===== src/rtl/timer_cpu.sv =====
// timer_cpu: memory-mapped down-counting timer with prescaler, reload/one-shot mode and level IRQ.
// Define TIMER_CAPTURE_EN to add the synchronised capture_i input and the CAPTURE register.
module timer_cpu #(
  parameter int BaseAddress     = 0,
  parameter int address_width   = 32,
  parameter int data_width      = 32,
  parameter int Address_Wording = 4
) (
  input  logic                     clk_i,
  input  logic                     reset_i,
  input  logic [address_width-1:0] address_i,
  input  logic [data_width-1:0]    data_i,
  input  logic                     rd_wr_i,
  output logic [data_width-1:0]    data_o,
  output logic                     irq_o
`ifdef TIMER_CAPTURE_EN
  ,
  input  logic                     capture_i
`endif
);

  localparam logic [address_width-1:0] ADDR_CTRL   = address_width'(BaseAddress);
  localparam logic [address_width-1:0] ADDR_PSC    = address_width'(BaseAddress + 1 * Address_Wording);
  localparam logic [address_width-1:0] ADDR_LOAD   = address_width'(BaseAddress + 2 * Address_Wording);
  localparam logic [address_width-1:0] ADDR_COUNT  = address_width'(BaseAddress + 3 * Address_Wording);
  localparam logic [address_width-1:0] ADDR_STATUS = address_width'(BaseAddress + 4 * Address_Wording);
  localparam logic [data_width-1:0]    ZERO        = {data_width{1'b0}};
  localparam logic [data_width-1:0]    ONE         = {{(data_width-1){1'b0}}, 1'b1};

  logic [2:0]            ctrl_r;
  logic [15:0]           psc_r;
  logic [15:0]           psc_cnt_r;
  logic [data_width-1:0] load_r;
  logic [data_width-1:0] count_r;
  logic                  exp_r;

  logic                  sel_ctrl_s;
  logic                  sel_psc_s;
  logic                  sel_load_s;
  logic                  sel_count_s;
  logic                  sel_status_s;
  logic                  sel_cap_s;
  logic                  wr_ctrl_s;
  logic                  wr_psc_s;
  logic                  wr_load_s;
  logic                  wr_count_s;
  logic                  wr_status_s;
  logic                  tick_s;
  logic                  exp_set_s;
  logic                  en_nxt_s;
  logic [data_width-1:0] count_nxt_s;
  logic [15:0]           psc_cnt_nxt_s;
  logic [data_width-1:0] rd_data_s;
  logic                  capf_s;
  logic [data_width-1:0] capture_s;

  assign sel_ctrl_s   = (address_i == ADDR_CTRL);
  assign sel_psc_s    = (address_i == ADDR_PSC);
  assign sel_load_s   = (address_i == ADDR_LOAD);
  assign sel_count_s  = (address_i == ADDR_COUNT);
  assign sel_status_s = (address_i == ADDR_STATUS);

  assign wr_ctrl_s   = sel_ctrl_s   & rd_wr_i;
  assign wr_psc_s    = sel_psc_s    & rd_wr_i;
  assign wr_load_s   = sel_load_s   & rd_wr_i;
  assign wr_count_s  = sel_count_s  & rd_wr_i;
  assign wr_status_s = sel_status_s & rd_wr_i;

  // Prescaler only runs while enabled, so a disabled timer can never tick.
  assign tick_s = ctrl_r[0] & (psc_cnt_r == psc_r);

`ifdef TIMER_CAPTURE_EN
  localparam logic [address_width-1:0] ADDR_CAP = address_width'(BaseAddress + 5 * Address_Wording);

  logic                  cap_meta_r;
  logic                  cap_sync_r;
  logic                  cap_prev_r;
  logic                  capf_r;
  logic [data_width-1:0] capture_r;
  logic                  cap_rise_s;

  assign sel_cap_s  = (address_i == ADDR_CAP);
  assign cap_rise_s = cap_sync_r & ~cap_prev_r;
  assign capf_s     = capf_r;
  assign capture_s  = capture_r;

  // Capture path: two-flop synchroniser, edge detect, latch of the pre-write COUNT.
  always_ff @(posedge clk_i or posedge reset_i) begin
    if (reset_i) begin
      cap_meta_r <= 1'b0;
      cap_sync_r <= 1'b0;
      cap_prev_r <= 1'b0;
      capf_r     <= 1'b0;
      capture_r  <= ZERO;
    end else begin
      cap_meta_r <= capture_i;
      cap_sync_r <= cap_meta_r;
      cap_prev_r <= cap_sync_r;
      capf_r     <= cap_rise_s | (capf_r & ~(wr_status_s & data_i[1]));
      if (cap_rise_s) begin
        capture_r <= count_r;
      end else begin
        capture_r <= capture_r;
      end
    end
  end
`else
  assign sel_cap_s = 1'b0;
  assign capf_s    = 1'b0;
  assign capture_s = ZERO;
`endif

  // Next-state of counter, enable and expiry for the current tick.
  always_comb begin
    count_nxt_s = count_r;
    en_nxt_s    = ctrl_r[0];
    exp_set_s   = 1'b0;
    if (tick_s) begin
      if (count_r != ZERO) begin
        count_nxt_s = count_r - ONE;
      end else begin
        exp_set_s = 1'b1;
        if (ctrl_r[1]) begin
          count_nxt_s = load_r;
        end else begin
          en_nxt_s = 1'b0;
        end
      end
    end else begin
      count_nxt_s = count_r;
    end

    if (wr_ctrl_s || !ctrl_r[0] || tick_s) begin
      psc_cnt_nxt_s = 16'd0;
    end else begin
      psc_cnt_nxt_s = psc_cnt_r + 16'd1;
    end
  end

  // Register file and timer state; bus writes override the timer's own updates.
  always_ff @(posedge clk_i or posedge reset_i) begin
    if (reset_i) begin
      ctrl_r    <= 3'b000;
      psc_r     <= 16'd0;
      psc_cnt_r <= 16'd0;
      load_r    <= ZERO;
      count_r   <= ZERO;
      exp_r     <= 1'b0;
    end else begin
      psc_cnt_r <= psc_cnt_nxt_s;
      exp_r     <= exp_set_s | (exp_r & ~(wr_status_s & data_i[0]));
      if (wr_ctrl_s) begin
        ctrl_r <= data_i[2:0];
      end else begin
        ctrl_r <= {ctrl_r[2:1], en_nxt_s};
      end
      if (wr_psc_s) begin
        psc_r <= data_i[15:0];
      end else begin
        psc_r <= psc_r;
      end
      if (wr_load_s) begin
        load_r <= data_i;
      end else begin
        load_r <= load_r;
      end
      if (wr_count_s) begin
        count_r <= data_i;
      end else begin
        count_r <= count_nxt_s;
      end
    end
  end

  // Read mux: unmatched addresses return zero.
  always_comb begin
    rd_data_s = ZERO;
    if (sel_ctrl_s) begin
      rd_data_s = {{(data_width-3){1'b0}}, ctrl_r};
    end else if (sel_psc_s) begin
      rd_data_s = {{(data_width-16){1'b0}}, psc_r};
    end else if (sel_load_s) begin
      rd_data_s = load_r;
    end else if (sel_count_s) begin
      rd_data_s = count_r;
    end else if (sel_status_s) begin
      rd_data_s = {{(data_width-2){1'b0}}, capf_s, exp_r};
    end else if (sel_cap_s) begin
      rd_data_s = capture_s;
    end else begin
      rd_data_s = ZERO;
    end
  end

  // Registered bus read data and interrupt level.
  always_ff @(posedge clk_i or posedge reset_i) begin
    if (reset_i) begin
      data_o <= ZERO;
      irq_o  <= 1'b0;
    end else begin
      data_o <= rd_data_s;
      irq_o  <= exp_r & ctrl_r[2];
    end
  end

endmodule

===== config.mk =====
export PLATFORM = sky130hd
export DESIGN_NAME = timer_cpu
export DESIGN_NICKNAME = d
export VERILOG_FILES = /design/src/rtl/timer_cpu.sv
export SDC_FILE = /design/constraint.sdc
export NUM_CORES = 1
export LEC_CHECK = 0
export BUFFER_PORTS_ARGS = -buffer_cell sky130_fd_sc_hd__buf_2
export CORE_MARGIN = 2
export CORE_UTILIZATION = 50
export DETAILED_ROUTE_END_ITERATION = 16
export PLACE_DENSITY = 0.73
export SKIP_CTS_REPAIR_TIMING = 1
export SLEW_MARGIN = 10
export SYNTH_ARGS = -nofsm -noshare
export SYNTH_HDL_FRONTEND = slang
export SYNTH_SLANG_ARGS = --single-unit

===== constraint.sdc =====
create_clock -name clk_i -period 8.8 [get_ports clk_i]
set_clock_uncertainty 0.2 [all_clocks]
set_input_delay 2.2 -clock clk_i [delete_from_list [all_inputs] [get_ports clk_i]]
set_output_delay 2.2 -clock clk_i [all_outputs]
set_load 0.02 [all_outputs]

==> results by group <==
STA
  – Crit share post-route: 53.0%
  – Hold Worst Slack: 314 ps
  – Final Hold Viols: 0
  – Setup TNS: 0 ps
  – Finish-stage setup viols: 0
  – Fmax: between 200 and 250 MHz
  – Max-slew violation count: 0
  – Worst rel slew slack: 26.3%
  – Fin crit period: 4660 ps
  – RSZ-0062 raised after global routing: no
  – Worst Tran Pin Value: roughly 1100 ps
  – Worst setup margin: 4140 ps

Critical path
  – Arr. time, crit path: 4770 ps
  – Crit-path slowest cell: or3b_2
  – CP required: around 9000 ps
  – CP max FO: 17
  – Crit path kind: input pin to flip-flop
  – Critical Path End Type: flip-flop
  – Crit path cell chain: buf_2 -> nor4_1 -> nand4_2 -> nor2_4 -> nand3b_4 -> or3b_2 -> buf_4 -> mux2_4
  – Max stage delay on crit path: 800 ps
  – CP Launch Type: input pin

Power and ir drop
  – Leakage: around 4 nW
  – Clock network fraction of total power: 51.5%
  – Cell internal pwr: ~1.1 mW
  – Worst vdd ir: 0.154 mV
  – Sw frac: 21.4%
  – Power Total: between 1 and 1.5 mW
  – Reg power frac: between 40 and 50%
  – Logic gate share of total power: 4.0%
  – Net Switching: a little under 300 uW
  – Pwr per Cell Area: 163 nW/um^2

CTS
  – H-tree levels: 4
  – Clock Sinks: 133
  – Clock buffer depth: 2
  – Worst-path clk slew: approximately 60 ps
  – Clock Latency Late Sink: roughly 430 ps
  – CTS tree: yes
  – Cts bufs inserted: 17
  – Root Driver: clkbuf_16

Yosys
  – Syn nets: 776
  – YS warnings: 0
  – Synthesized flop and latch total: around 130
  – Sequential area share after synthesis: 45.3%
  – Mean Syn Cell Area: 10.4 sq um
  – Ys flop type: dfrtp_1
  – Synth Instances: 706
  – Mapped cell area: 7350 sq um
  – EDFF count, synth: 0
  – Post-synth cell types: 67
  – Async SR Flop Fraction: 100%

Routing
  – Via density: between 5 and 6
  – Top layer in use: met4
  – Metal2 WL: between 9000 and 10,000 um
  – Iteration-0 DRC Markers: 544
  – Post-route ant nets: 0
  – WL final: 19,400 um
  – Post-route met1 wirelength: 8380 um
  – Drt first pass iters: 6
  – Total number of vias: 5,875
  – WL/cell: roughly 20 um
  – Met3 WL post-DR: 1010 um
  – # DRC: 0

Global route
  – Gr usage total: about a quarter
  – Vias in the first global route: 6,129
  – Initial antenna violation count: 0
  – Global-route wire length before repair: approximately 32,000 um
  – GRT overflow: 0
  – Largest net degree at the start of global routing: 70

Die
  – Width of the die: 125 um
  – Num ports: 100
  – Core region area: 14,400 sq um
  – Rows: 44
  – DIE HEIGHT: approximately 130 um
  – Starting Density: between 50% and 60%
  – Die area: ~16,000 sq um

Finish
  – Layout cells sized above 1: between 20% and 30%
  – Final Cell Area: 8480 sq um
  – Area added between synthesis and finish: 15.3%
  – Fill cell count: 1,207
  – ANT cells: 0
  – Nets: 855

Placement
  – Port Buf Inserts: 99
  – Dpl hpwl: between 10,000 and 15,000 um
  – Post-DP Area: 7880 sq um
  – GPL Wtd Cong: 0.916
  – Dpl ws: about 3700 ps

Min path
  – Class of the worst hold path: flip-flop to flip-flop

Run status
  – Outcome: complete, no violations

Run
  – Max-Cap Viols: 0
## cells in the final DEF (no fill, tap or decap), types with 13 or more instances in the layout
master,count
xor2_1,13
mux2_4,30
o21ai_1,20
a21oi_1,22
dfrtp_1,133
mux2_1,20
mux2i_1,24
nand4_1,15
nand2_1,46
clkbuf_16,17
nand3_1,23
mux2_2,15
buf_2,99
nor3_1,16
xnor2_1,26
a22oi_1,13
nor2_1,90
## synth_stat cells, types with 9 or more instances
library cell  count  area (sq um)
a21oi_1          22           110
a22oi_1          13          97.6
a2bb2oi_1        12           105
a31oi_1          12          75.1
buf_2            10          50.1
clkbuf_1         20          75.1
dfrtp_1         133          3330
inv_1            10          37.5
mux2_1           20           225
mux2_2           15           169
mux2_4           30           450
mux2i_1          24           240
nand2_1          46           173
nand3_1          23           115
nand4_1          15          93.8
nor2_1           90           338
nor3_1           16          80.1
nor4_1           12          75.1
o21ai_0           9          45.0
o21ai_1          20           100
xnor2_1          26           228
xor2_1           13           114
## sequential cells by signal, summed over array words and instances, names as in the netlist
| signal | cells |
|---|---|
| psc_r | 16 |
| count_r | 32 |
| exp_r | 1 |
| psc_cnt_r | 16 |
| irq_o | 1 |
| load_r | 32 |
| data_o | 32 |
| ctrl_r | 3 |
## worst max-delay path, delay by kind of cell
kind                   cells  cell delay, ps
buffers and inverters      2             460
multiplexers               1             340
AND/OR/NAND/NOR            5            1770
## power by group through the flow
stage                     sequential, mW  clock, mW  combinational, mW
after CTS                          0.613      0.721             0.0560
after global routing               0.612      0.752             0.0608
after global placement             0.623          0             0.0544
final                              0.613      0.710             0.0552
after floorplan                    0.623          0             0.0260
after detailed placement           0.623          0             0.0558
## kinds of logic after synthesis
kind of cell	Yosys count	share of synthesized area [%]
and+or+nand+nor	263	19.2
DFF	133	45.3
AOI/OAI and AO/OA	121	11.1
muxes	91	15.4
buffers and inverters	56	3.95
xor gates and xnor gates	39	4.65
adders and majority gates	3	0.511
## through the flow
stage	std cells	util, %
after floorplan	706	-
after global placement	950	54.7
after detailed placement	950	54.7
after CTS	981	58.8
after global routing	981	58.8
final	981	58.8
## path summary, 6_finish.rpt
| check | start | to | slack, ps | cells past startpoint |
|---|---|---|---|---|
| worst max-delay path | address_i[21] | load_r[2]$_DFFE_PP0P_ | 4140 | 8 |
| worst min-delay path | ctrl_r[2]$_DFFE_PP0P_ | irq_o$_DFF_PP0_ | 310 | 1 |
| min in group asynchronous | reset_i | psc_r[3]$_DFFE_PP0P_ | 1650 | 2 |
| worst min register to register | ctrl_r[2]$_DFFE_PP0P_ | irq_o$_DFF_PP0_ | 310 | 1 |
| max in group asynchronous | reset_i | psc_cnt_r[4]$_DFF_PP0_ | 5410 | 3 |
| worst max register to register | count_r[14]$_DFFE_PP0P_ | count_r[6]$_DFFE_PP0P_ | 4790 | 6 |
## per-layer routing
layer,GRT usage (%),up-vias
li1,-,2701
met1,32.8,2943
met2,42.9,198
met3,5.52,33
met4,8.63,0
met5,0,-
## area by class of cell
type                    instances  area [sq um]  share of cell area [%]
clock inverters                 8          97.6                    1.15
repair buffers                106           548                    6.46
multi-input cells             517          3730                    44.0
flip-flops and latches        133          3330                    39.3
inverters                      10          42.5                   0.502
clock buffers                  23           498                    5.87
well taps                     184           230                    2.72
No activity file was read; power rests on OpenSTA's default activity.
